File: src/rtl/pipeline_ctrl.sv
// Stall/flush controller for the 5-stage pipeline: load-use, branch and memory-wait handling.
// Define PIPELINE_CTRL_PERF_EN to add saturating stall/flush performance counters.
module pipeline_ctrl #(
  parameter int unsigned MEM_TIMEOUT = 16,
  parameter int unsigned CNT_W       = 8,
  parameter int unsigned PERF_W      = 32
) (
  input  logic              clk,
  input  logic              rst,
  input  logic [4:0]        id_rs,
  input  logic [4:0]        id_rt,
  input  logic              ex_mem_read,
  input  logic [4:0]        ex_rt,
  input  logic              branch_taken,
  input  logic              mem_req,
  input  logic              mem_ready,
  output logic              pc_write,
  output logic              if_id_write,
  output logic              if_id_flush,
  output logic              id_ex_flush,
  output logic              ex_mem_write,
  output logic              mem_wb_bubble,
`ifdef PIPELINE_CTRL_PERF_EN
  output logic [PERF_W-1:0] perf_mem_stall,
  output logic [PERF_W-1:0] perf_lu_stall,
  output logic [PERF_W-1:0] perf_flush,
`endif
  output logic              mem_error
);

  typedef enum logic [1:0] {
    RUN  = 2'd0,
    WAIT = 2'd1
  } state_t;

  localparam logic [CNT_W-1:0] LAST_CNT = CNT_W'(MEM_TIMEOUT - 1);

  if (MEM_TIMEOUT < 2 || (2 ** CNT_W) <= MEM_TIMEOUT || PERF_W < 1) begin : g_bad_params
    $error("pipeline_ctrl: illegal parameter combination");
  end

  state_t           state_q, state_d;
  logic [CNT_W-1:0] wait_cnt_q, wait_cnt_d;
  logic             mem_error_q, mem_error_d;
  logic             mem_freeze;
  logic             load_use;
  logic             lu_stall;
  logic             br_flush;

  always_ff @(posedge clk) begin
    if (rst) begin
      state_q     <= RUN;
      wait_cnt_q  <= '0;
      mem_error_q <= 1'b0;
    end else begin
      state_q     <= state_d;
      wait_cnt_q  <= wait_cnt_d;
      mem_error_q <= mem_error_d;
    end
  end

  // Freeze lasts until ready, mem_req drops, or the timeout forces one advancing cycle.
  always_comb begin
    state_d     = state_q;
    wait_cnt_d  = wait_cnt_q;
    mem_error_d = mem_error_q;
    mem_freeze  = 1'b0;
    case (state_q)
      RUN: begin
        if (mem_req && !mem_ready) begin
          mem_freeze = 1'b1;
          state_d    = WAIT;
          wait_cnt_d = CNT_W'(1);
        end
      end
      WAIT: begin
        if (!mem_req || mem_ready) begin
          state_d    = RUN;
          wait_cnt_d = '0;
        end else if (wait_cnt_q == LAST_CNT) begin
          state_d     = RUN;
          wait_cnt_d  = '0;
          mem_error_d = 1'b1;
        end else begin
          mem_freeze = 1'b1;
          wait_cnt_d = wait_cnt_q + CNT_W'(1);
        end
      end
      default: begin
        state_d    = RUN;
        wait_cnt_d = '0;
      end
    endcase
  end

  assign load_use = ex_mem_read && (ex_rt != 5'd0) && ((ex_rt == id_rs) || (ex_rt == id_rt));

  always_comb begin
    pc_write      = 1'b1;
    if_id_write   = 1'b1;
    if_id_flush   = 1'b0;
    id_ex_flush   = 1'b0;
    ex_mem_write  = 1'b1;
    mem_wb_bubble = 1'b0;
    lu_stall      = 1'b0;
    br_flush      = 1'b0;
    if (rst) begin
      pc_write      = 1'b0;
      if_id_write   = 1'b0;
      ex_mem_write  = 1'b0;
      if_id_flush   = 1'b1;
      id_ex_flush   = 1'b1;
      mem_wb_bubble = 1'b1;
    end else if (mem_freeze) begin
      pc_write      = 1'b0;
      if_id_write   = 1'b0;
      ex_mem_write  = 1'b0;
      mem_wb_bubble = 1'b1;
    end else if (load_use) begin
      pc_write    = 1'b0;
      if_id_write = 1'b0;
      id_ex_flush = 1'b1;
      lu_stall    = 1'b1;
    end else if (branch_taken) begin
      if_id_flush = 1'b1;
      br_flush    = 1'b1;
    end
  end

  assign mem_error = mem_error_q;

`ifdef PIPELINE_CTRL_PERF_EN
  logic [PERF_W-1:0] perf_mem_q, perf_mem_d;
  logic [PERF_W-1:0] perf_lu_q, perf_lu_d;
  logic [PERF_W-1:0] perf_flush_q, perf_flush_d;

  always_ff @(posedge clk) begin
    if (rst) begin
      perf_mem_q   <= '0;
      perf_lu_q    <= '0;
      perf_flush_q <= '0;
    end else begin
      perf_mem_q   <= perf_mem_d;
      perf_lu_q    <= perf_lu_d;
      perf_flush_q <= perf_flush_d;
    end
  end

  // Counters stick at all-ones instead of wrapping.
  always_comb begin
    perf_mem_d   = perf_mem_q;
    perf_lu_d    = perf_lu_q;
    perf_flush_d = perf_flush_q;
    if (mem_freeze && !rst && (perf_mem_q != '1)) perf_mem_d = perf_mem_q + PERF_W'(1);
    if (lu_stall && (perf_lu_q != '1)) perf_lu_d = perf_lu_q + PERF_W'(1);
    if (br_flush && (perf_flush_q != '1)) perf_flush_d = perf_flush_q + PERF_W'(1);
  end

  assign perf_mem_stall = perf_mem_q;
  assign perf_lu_stall  = perf_lu_q;
  assign perf_flush     = perf_flush_q;
`endif

endmodule

File: config.mk
export PLATFORM = sky130hd
export DESIGN_NAME = pipeline_ctrl
export DESIGN_NICKNAME = d
export VERILOG_FILES = /design/src/rtl/pipeline_ctrl.sv
export SDC_FILE = /design/constraint.sdc
export NUM_CORES = 1
export LEC_CHECK = 0
export CORE_MARGIN = 4
export CORE_UTILIZATION = 41
export CTS_CLUSTER_SIZE = 24
export DETAILED_ROUTE_END_ITERATION = 7
export PLACE_DENSITY = 0.88
export SLEW_MARGIN = 20
export SYNTH_ARGS = -nofsm -noshare
export SYNTH_HDL_FRONTEND = slang
export SYNTH_SLANG_ARGS = --single-unit
File: constraint.sdc
create_clock -name clk -period 2.5 [get_ports clk]
set_clock_uncertainty 0.2 [all_clocks]
set_input_delay 0.5 -clock clk [delete_from_list [all_inputs] [get_ports clk]]
set_output_delay 0.5 -clock clk [all_outputs]
set_load 0.01 [all_outputs]
Word level (Yosys, flattened, before mapping)

Cells that the tools add are included.

Input port bits: 21
Register bits after elaboration: 11
Word-level logic and storage cells: 48
Output and inout bits: 7

Eq/ne operators: 6
$add $sub $neg: 1
Bitwise operators: 1
Reductions and logical operators: 11
Multiplexer cells: 26

Operators by type and width:

| cell                                           | count |
|---|---|
| 2-to-1 mux 8 bit                               | 3 |
| 2-to-1 mux 1 bit                               | 17 |
| one-hot mux 8 bit (2 select lines)             | 1 |
| == test 5 bit                                  | 2 |
| adder 8 x 1 -> 8 bit (second input constant)   | 1 |
| == test 8 x 4 -> 1 bit (second input constant) | 1 |
| 2-to-1 mux 2 bit                               | 3 |
| nonzero test 5 bit                             | 1 |
| one-hot mux 2 bit (2 select lines)             | 1 |
| logical AND 1 bit                              | 3 |
| inequality test 3 bit (second input constant)  | 1 |
| AND reduction 3 bit                            | 1 |
| == test 2 x 1 -> 1 bit (second input constant) | 1 |
| logical NOT 1 bit                              | 2 |
| logical NOT 2 bit                              | 1 |
| logical OR 1 bit                               | 2 |
| inequality test 2 bit (second input constant)  | 1 |
| one-hot mux 1 bit (2 select lines)             | 1 |
| AND reduction 2 bit                            | 1 |
| inverter 1 bit                                 | 1 |

Depth between registers and ports, before layout

Gate-level depths: netlist (run 1).

Depth in word-level cells: 6
Gate-level depth with buffers: 7
Mapped depth without buffers: 5

Least setup slack after synthesis (run 1)

OpenSTA, ideal clock, no wires.

Path kind: flip-flop to output port
Start point: register wait_cnt_q[0]
End point: output port pc_write
Stages on the path, launching flop included: 8
Data required time: 1.800 ns
Arrival: 1.700 ns
Slack: 0.100 ns
Path buffers: 2
Cell sequence: dfxtp_1 > ha_1 > and3_4 > buf_6 > a311oi_1 > or2_2 > a21oi_1 > buf_4

Longest elaborated chain between the ends: 6

Ends and longest elaborated chain:

| element                            | RTL line | RTL |
|---|---|---|
| start, declared                    | 43       | `logic [CNT_W-1:0] wait_cnt_q, wait_cnt_d;` |
| start signal, assigned             | 57       | `wait_cnt_q <= wait_cnt_d;` |
| == test 8 x 4 -> 1 bit             | 80       | `end else if (wait_cnt_q == LAST_CNT) begin` |
| 2-to-1 mux 1 bit                   | 80       |  |
| 2-to-1 mux 1 bit                   | 77       | `if (!mem_req \|\| mem_ready) begin` |
| one-hot mux 1 bit (2 select lines) | 68       | `case (state_q)` |
| 2-to-1 mux 1 bit (2 in series)     | n/a      |  |
| end, declared                      | 17       | `output logic pc_write,` |

Every way passes these cells.

Worst setup path after layout (run 1)

Start point: input port id_rt[4]
End point: output port id_ex_flush

Longest elaborated chain between the ends: 6

Ends and longest elaborated chain:

| element           | RTL line | RTL |
|---|---|---|
| start, declared   | 11       | `input logic [4:0] id_rt,` |
| == test 5 bit     | 96       | `assign load_use = ex_mem_read && (ex_rt != 5'd0) && ((ex_rt == id_rs) \|\| (ex_rt == id_rt));` |
| logical OR 1 bit  | 96       |  |
| logical AND 1 bit | 96       |  |
| 2-to-1 mux 1 bit  | 119      | `end else if (load_use) begin` |
| 2-to-1 mux 1 bit  | 114      | `end else if (mem_freeze) begin` |
| 2-to-1 mux 1 bit  | 107      | `if (rst) begin` |
| end, declared     | 20       | `output logic id_ex_flush,` |

Every way passes these cells.

==> results of run 1 <==
cells by family after synthesis:
group	share of synthesized area, %
and+or+nand+nor	30.05
xor gates and xnor gates	12.75
adders and majority gates	1.821
AOI/OAI and AO/OA	21.31
buffers and inverters	4.918
DFF	29.14
flip-flops by register name (all words and copies together), names as in the netlist:
| name | flops |
|---|---|
| state_q | 1 |
| wait_cnt_q | 8 |
| mem_error | 1 |
critical path: cells and delay by family:
family	cells	cell delay, ns
buf+inv	2	0.62
simple gates	1	0.14
compound gates	2	0.38
xor+xnor	1	0.13
stage by stage:
step           cells  cell area (sq um)  total power [uW]  TNS (ns)  hold WS (ns)
4_1_cts          148               1127             376.4         0        0.3190
3_5_place_dp     145               1090             274.3    -3.243        0.2910
2_1_floorplan     87              686.9             206.8         0        0.2671
3_3_place_gp     145               1090             271.3    -2.910        0.2604
5_1_grt          148               1166             404.4  -0.02352        0.3591
6_report         148               1166             384.1         0        0.3088
final cells by class:
cell class | count | area, sq um
clock buffers | 3 | 22.52
fillers | 118 | 375.4
inverters | 3 | 11.26
multi-input cells | 71 | 524.3
flip-flops and latches | 10 | 203.9
well taps | 16 | 20.02
repair buffers | 45 | 384.1
per-layer routing:
layer | routed length [microns] | global-route usage, %
met3 | 126 | 4.587
met4 | 67 | 5.830
met5 | 0 | 0
met2 | 1280 | 35.87
met1 | 919 | 20.26
synthesized netlist by cell type, drive strengths merged (2+ instances only):
| library cell | count | area share, % |
|---|---|---|
| and2 | 2 | 2.2 |
| inv | 3 | 1.6 |
| a31oi | 3 | 2.7 |
| nand3 | 6 | 4.4 |
| xnor2 | 10 | 13 |
| nand2 | 3 | 1.6 |
| and3 | 3 | 3.5 |
| buf | 2 | 2.7 |
| nor2 | 9 | 4.9 |
| a21oi | 7 | 5.1 |
| or4 | 2 | 2.2 |
| nor2b | 3 | 2.7 |
| nand3b | 3 | 3.3 |
| o21ai | 6 | 4.4 |
| dfxtp | 10 | 29 |
| or3 | 2 | 1.8 |
timing repair:
item	in CTS	in global routing
setup buffers	0	1
pin swaps	7	12
endpoints found under the setup margin	6	6
resized for setup	36	11
power by group through the flow:
stage               Combinational, uW  Clock (uW)  Sequential [uW]
floorplan                        40.6           0              166
global placement                  105           0              166
detailed placement                108           0              166
CTS                               106         108              163
global route                      122         119              163
finish                            114         107              163
worst max path at each step:
stage / end / slack [ns]
floorplan: pc_write / 0.10
finish: id_ex_flush / 0.04
detailed placement: pc_write / -0.68
CTS: id_ex_flush / 0.001
global placement: pc_write / -0.61
global route: id_ex_flush / -0.02
==> flow_metrics.tcl, run 1 <==
set metrics [dict create \
    initial_core_utilization_pct 44.56 \
    initialDrtViolationCount 56 \
    p_leak_uw 0.0004845 \
    cts_root_buffer "sky130_fd_sc_hd__clkbuf_4" \
    grt_pass1_vias 868 \
    min_to "mem_error" \
    gp_congestion 0.8511 \
    cts_tree "built" \
    final-setup-viol-count 0 \
    cp_data_required_time_ns 1.80 \
    global_route_wire_length_before_repair_mm 3.650 \
    ys_dominant_reg_cell "sky130_fd_sc_hd__dfxtp_1" \
    worstSetupStartpointType "input pin" \
    power-per-cell-area_mw_per_mm2 329.4 \
    ratio_of_final_minimum_period_to_clock_period_pct 98.51 \
    totalWireLength_mm 2.393 \
    place_hpwl_mm 1.676 \
    reg2reg_setup_slack_ns 0.57 \
    first_pass_iters 4 \
    timing.final.crit_period_ns 2.463 \
    layout_common_cells "sky130_fd_sc_hd__buf_4 (18), sky130_fd_sc_hd__clkdlybuf4s50_1 (14), sky130_fd_sc_hd__xnor2_1 (10), sky130_fd_sc_hd__nor2_1 (9), sky130_fd_sc_hd__dfxtp_1 (7)" \
    tightest_slew_ns 0.4119 \
    critical-path-slowest-cell "sky130_fd_sc_hd__clkdlybuf4s50_1" \
    internal_power_uw 280.9 \
    max_freq_mhz 406.1 \
    vdd_ir_drop_max_uv 259.2 \
    grt_util_all_layers_pct 19.00 \
    clk-insertion-delay-late_ns 0.26 \
    die_area_sq_mm 0.002394 \
    syn_inst 87 \
    worstReg2RegStart "wait_cnt_q[1]" \
    grt_max_degree 14 \
    route.vias.total 882 \
    power.share.clock_pct 27.9 \
    max_cap_violations 0 \
    antenna_found_initial 0 \
    detailedPlace.worstSlack_ns -0.6819 \
    row_count 14 \
    path_clk_slew_ns 0.06 \
    placement.io_buffers 27 \
    drt-wirelength-per-cell_microns 16.17 \
    worst_setup_path_end_kind "output port" \
    report.final.hold_viol_count 0 \
    synth-seq-cells 10 \
    post_synth_edffs 0 \
    max-clock-path-buffers 2 \
    worst_slew_margin_rel_pct 72.44 \
    worstPathMaxFanout 3 \
    worstRegToRegCells 6 \
    criticalPathCategory "input pin to output port" \
    grt_overflow_total 0 \
    number_of_cts_inserted_buffers 3 \
    clock_sinks 10 \
    arrival_ns 1.76 \
    finalMaxSlewViolations 0 \
    hold_path_stages 2 \
    die_h_microns 48.93 \
    synth.cell_area_sq_um 686.9 \
    antenna_cells 0 \
    critical_path.reg2reg.endpoint "wait_cnt_q[7]" \
    synth_area_per_cell_sq_um 7.896 \
    postSynth.asyncResetShare_pct 0 \
    synth.distinct_cells 33 \
    run_status "finished, final reports clean" \
    seq_power_share_pct 42.5 \
    ys_warn_count 0 \
    path_cells "clkdlybuf4s50_1, xnor2_1, nand3_1, o22ai_4, a21o_1, buf_2" \
    post_route_cells_drive_above_1_share_pct 30.30 \
    antenna_left 0 \
    io-pin-count 28 \
    fp.coreArea_sq_mm 0.001541 \
    avgViaCountPerCell 5.959 \
    die_width_microns 48.93 \
    switching_share_pct 26.88 \
    layout.core_utilization_pct 75.65 \
    critical_path.max_stage_delay_ns 0.50 \
    total_switching_power_uw 103.2 \
    setup_slack_ns 0.03736 \
    most_common_library_cell_in_the_layout_ignoring_fill_and_taps "sky130_fd_sc_hd__buf_4" \
    hold_path_start "mem_error" \
    cts_hold_buf 0 \
    mappedNetlistNets 109 \
    sequential_fraction_of_the_synthesis_area_pct 29.14 \
    synthToLayoutAreaGrowth_pct 69.76 \
    hold_path.class "flip-flop to flip-flop" \
    comb_power_share_pct 29.6 \
    finish.net_count 156 \
    h-tree-depth 1 \
    drc_errors 0 \
    critPathLaunch "id_rt[4]" \
]
No activity file was read; power rests on OpenSTA's default activity.
==> inputs of run 2 (changes only) <==
==> constraint.sdc (replaced) <==
create_clock -name clk -period 2.44 [get_ports clk]
set_clock_uncertainty 0.2 [all_clocks]
set_input_delay 0.488 -clock clk [delete_from_list [all_inputs] [get_ports clk]]
set_output_delay 0.488 -clock clk [all_outputs]
set_load 0.01 [all_outputs]
==> run 2 against run 1 <==
Net effect:
- count of clock-buffer cells in the layout stayed put
- first-iteration DRC count is 63% lower
- critical path type unchanged
- non-clock buffer count stayed put
==> flow_metrics.tcl, run 2 (synthesis results as in run 1) <==
set metrics [dict create \
    die_width_microns 48.93 \
    grt_overflow_total 0 \
    layout_common_cells "sky130_fd_sc_hd__buf_4 (18), sky130_fd_sc_hd__clkdlybuf4s50_1 (14), sky130_fd_sc_hd__xnor2_1 (10), sky130_fd_sc_hd__nor2_1 (8)" \
    p_leak_uw 0.0004749 \
    timing.final.crit_period_ns 2.418 \
    rsz0062_at_grt "true" \
    worstPathMaxFanout 3 \
    multiInputGateArea_sq_um 521.8 \
    grt_pass1_vias 874 \
    worst_slew_margin_rel_pct 72.59 \
    num-fill-cells 120 \
    initial_core_utilization_pct 44.56 \
    global_route_wire_length_before_repair_mm 3.691 \
    ratio_of_final_minimum_period_to_clock_period_pct 99.08 \
    total_power_uw 388.4 \
    h-tree-depth 1 \
    placement.io_buffers 27 \
    clk-insertion-delay-late_ns 0.27 \
    cts_root_buffer "sky130_fd_sc_hd__clkbuf_4" \
    antenna_found_initial 0 \
    report.final.hold_viol_count 0 \
    layout.core_utilization_pct 74.51 \
    io-pin-count 28 \
    avgViaCountPerCell 5.655 \
    finalMaxSlewViolations 0 \
    route.vias.total 837 \
    path_clk_slew_ns 0.06 \
    place_hpwl_mm 1.644 \
    grt_util_all_layers_pct 19.12 \
    drc_errors 0 \
    hold_path.class "flip-flop to flip-flop" \
    register_bank_with_the_most_flops "wait_cnt_q" \
    vdd_ir_drop_max_uv 388.9 \
    totalWireLength_mm 2.317 \
    worst_setup_path_end_kind "output port" \
    cp_data_required_time_ns 1.75 \
    power-per-cell-area_mw_per_mm2 338.1 \
    initialDrtViolationCount 21 \
    drt-wirelength-per-cell_microns 15.66 \
    max-clock-path-buffers 2 \
    first_pass_iters 5 \
    post_route_cells_drive_above_1_share_pct 34.85 \
    max_cap_violations 0 \
    reg2reg_setup_slack_ns 0.54 \
    worstSetupStartpointType "input pin" \
    fp.coreArea_sq_mm 0.001541 \
    gp_congestion 0.8512 \
    finish.net_count 156 \
    die_h_microns 48.93 \
    criticalPathCategory "input pin to output port" \
    max_freq_mhz 413.6 \
    antenna_left 0 \
    grt_max_degree 14 \
    run_status "finished, final reports clean" \
    most_common_library_cell_in_the_layout_ignoring_fill_and_taps "sky130_fd_sc_hd__buf_4" \
    tightest_slew_ns 0.4096 \
    final-setup-viol-count 0 \
    seqCellArea_sq_um 206.4 \
    antenna_cells 0 \
    number_of_cts_inserted_buffers 3 \
    arrival_ns 1.73 \
    row_count 14 \
    synthToLayoutAreaGrowth_pct 67.21 \
    cts_tree "built" \
    largest_reg_flops 8 \
    clock_sinks 10 \
    die_area_sq_mm 0.002394 \
]
## run 2: changes by cell type in the layout (fill, tap and decap cells not counted), moves of 2 or more
cell                              before  now
sky130_fd_sc_hd__dfxtp_1               7    5
sky130_fd_sc_hd__buf_2                 4    6
sky130_fd_sc_hd__clkdlybuf4s15_1       3    1
sky130_fd_sc_hd__dfxtp_2               3    5
## run 2: metal layers
metal  wire [microns]  vias to the layer above  part of all wire (%)  GRT usage, %
met5                0                        -                     0             0
met2             1148                       41                    50         32.61
met4              104                        0                   4.5         7.623
met3              139                       12                   6.0         5.505
li1                 -                      408                     -             -
met1              925                      376                    40         22.10
## run 2: final cells by class
class,count,area share [%]
Timing Repair Buffer,45,31.92
Inverter,3,0.9804
Tap cell,16,1.743
Multi-Input combinational cell,71,45.42
Clock buffer,3,1.961
Sequential cell,10,17.97
## run 2: through the flow
| stage | hold slack [ns] | cells | area, sq um | TNS, ns | setup slack, ns |
|---|---|---|---|---|---|
| 6_report | 0.3085 | 148 | 1149 | 0 | 0.02246 |
| 5_1_grt | 0.3599 | 148 | 1149 | -0.09057 | -0.02859 |
| 4_1_cts | 0.3182 | 148 | 1125 | 0 | 0.001208 |
| 3_5_place_dp | 0.2910 | 145 | 1090 | -3.465 | -0.7179 |
| 3_3_place_gp | 0.2604 | 145 | 1090 | -3.126 | -0.6443 |
| 2_1_floorplan | 0.2671 | 87 | 686.9 | 0 | 0.05202 |
## run 2: critical path: stages
cell and delay, ns:
sky130_fd_sc_hd__clkdlybuf4s15_1 0.18, sky130_fd_sc_hd__or4_4 0.50, sky130_fd_sc_hd__o21ai_4 0.17, sky130_fd_sc_hd__nor2_1 0.06, sky130_fd_sc_hd__a2bb2oi_1 0.16, sky130_fd_sc_hd__buf_2 0.18
## run 2: path summary, 6_finish.rpt
kind            startpoint  cells past startpoint       endpoint
max               ex_rt[3]                      6    if_id_flush
max reg2reg  wait_cnt_q[1]                      6  wait_cnt_q[7]
min reg2reg      mem_error                      2      mem_error
min              mem_error                      2      mem_error
## run 2: repair_timing
item                                    4_1_cts  5_1_grt
gates resized for setup                      42       13
endpoints found under the setup margin        6        6
hold buffers                                  0        0
pin swaps                                     8        9
buffers inserted                              0        1
## run 2: where the power goes
group / total, uW / switching, uW / internal, uW
logic: 111 / 47.7 / 63.0
clock network: 110 / 53.1 / 56.8
registers: 168 / 2.40 / 165
total: 388 / 103 / 285
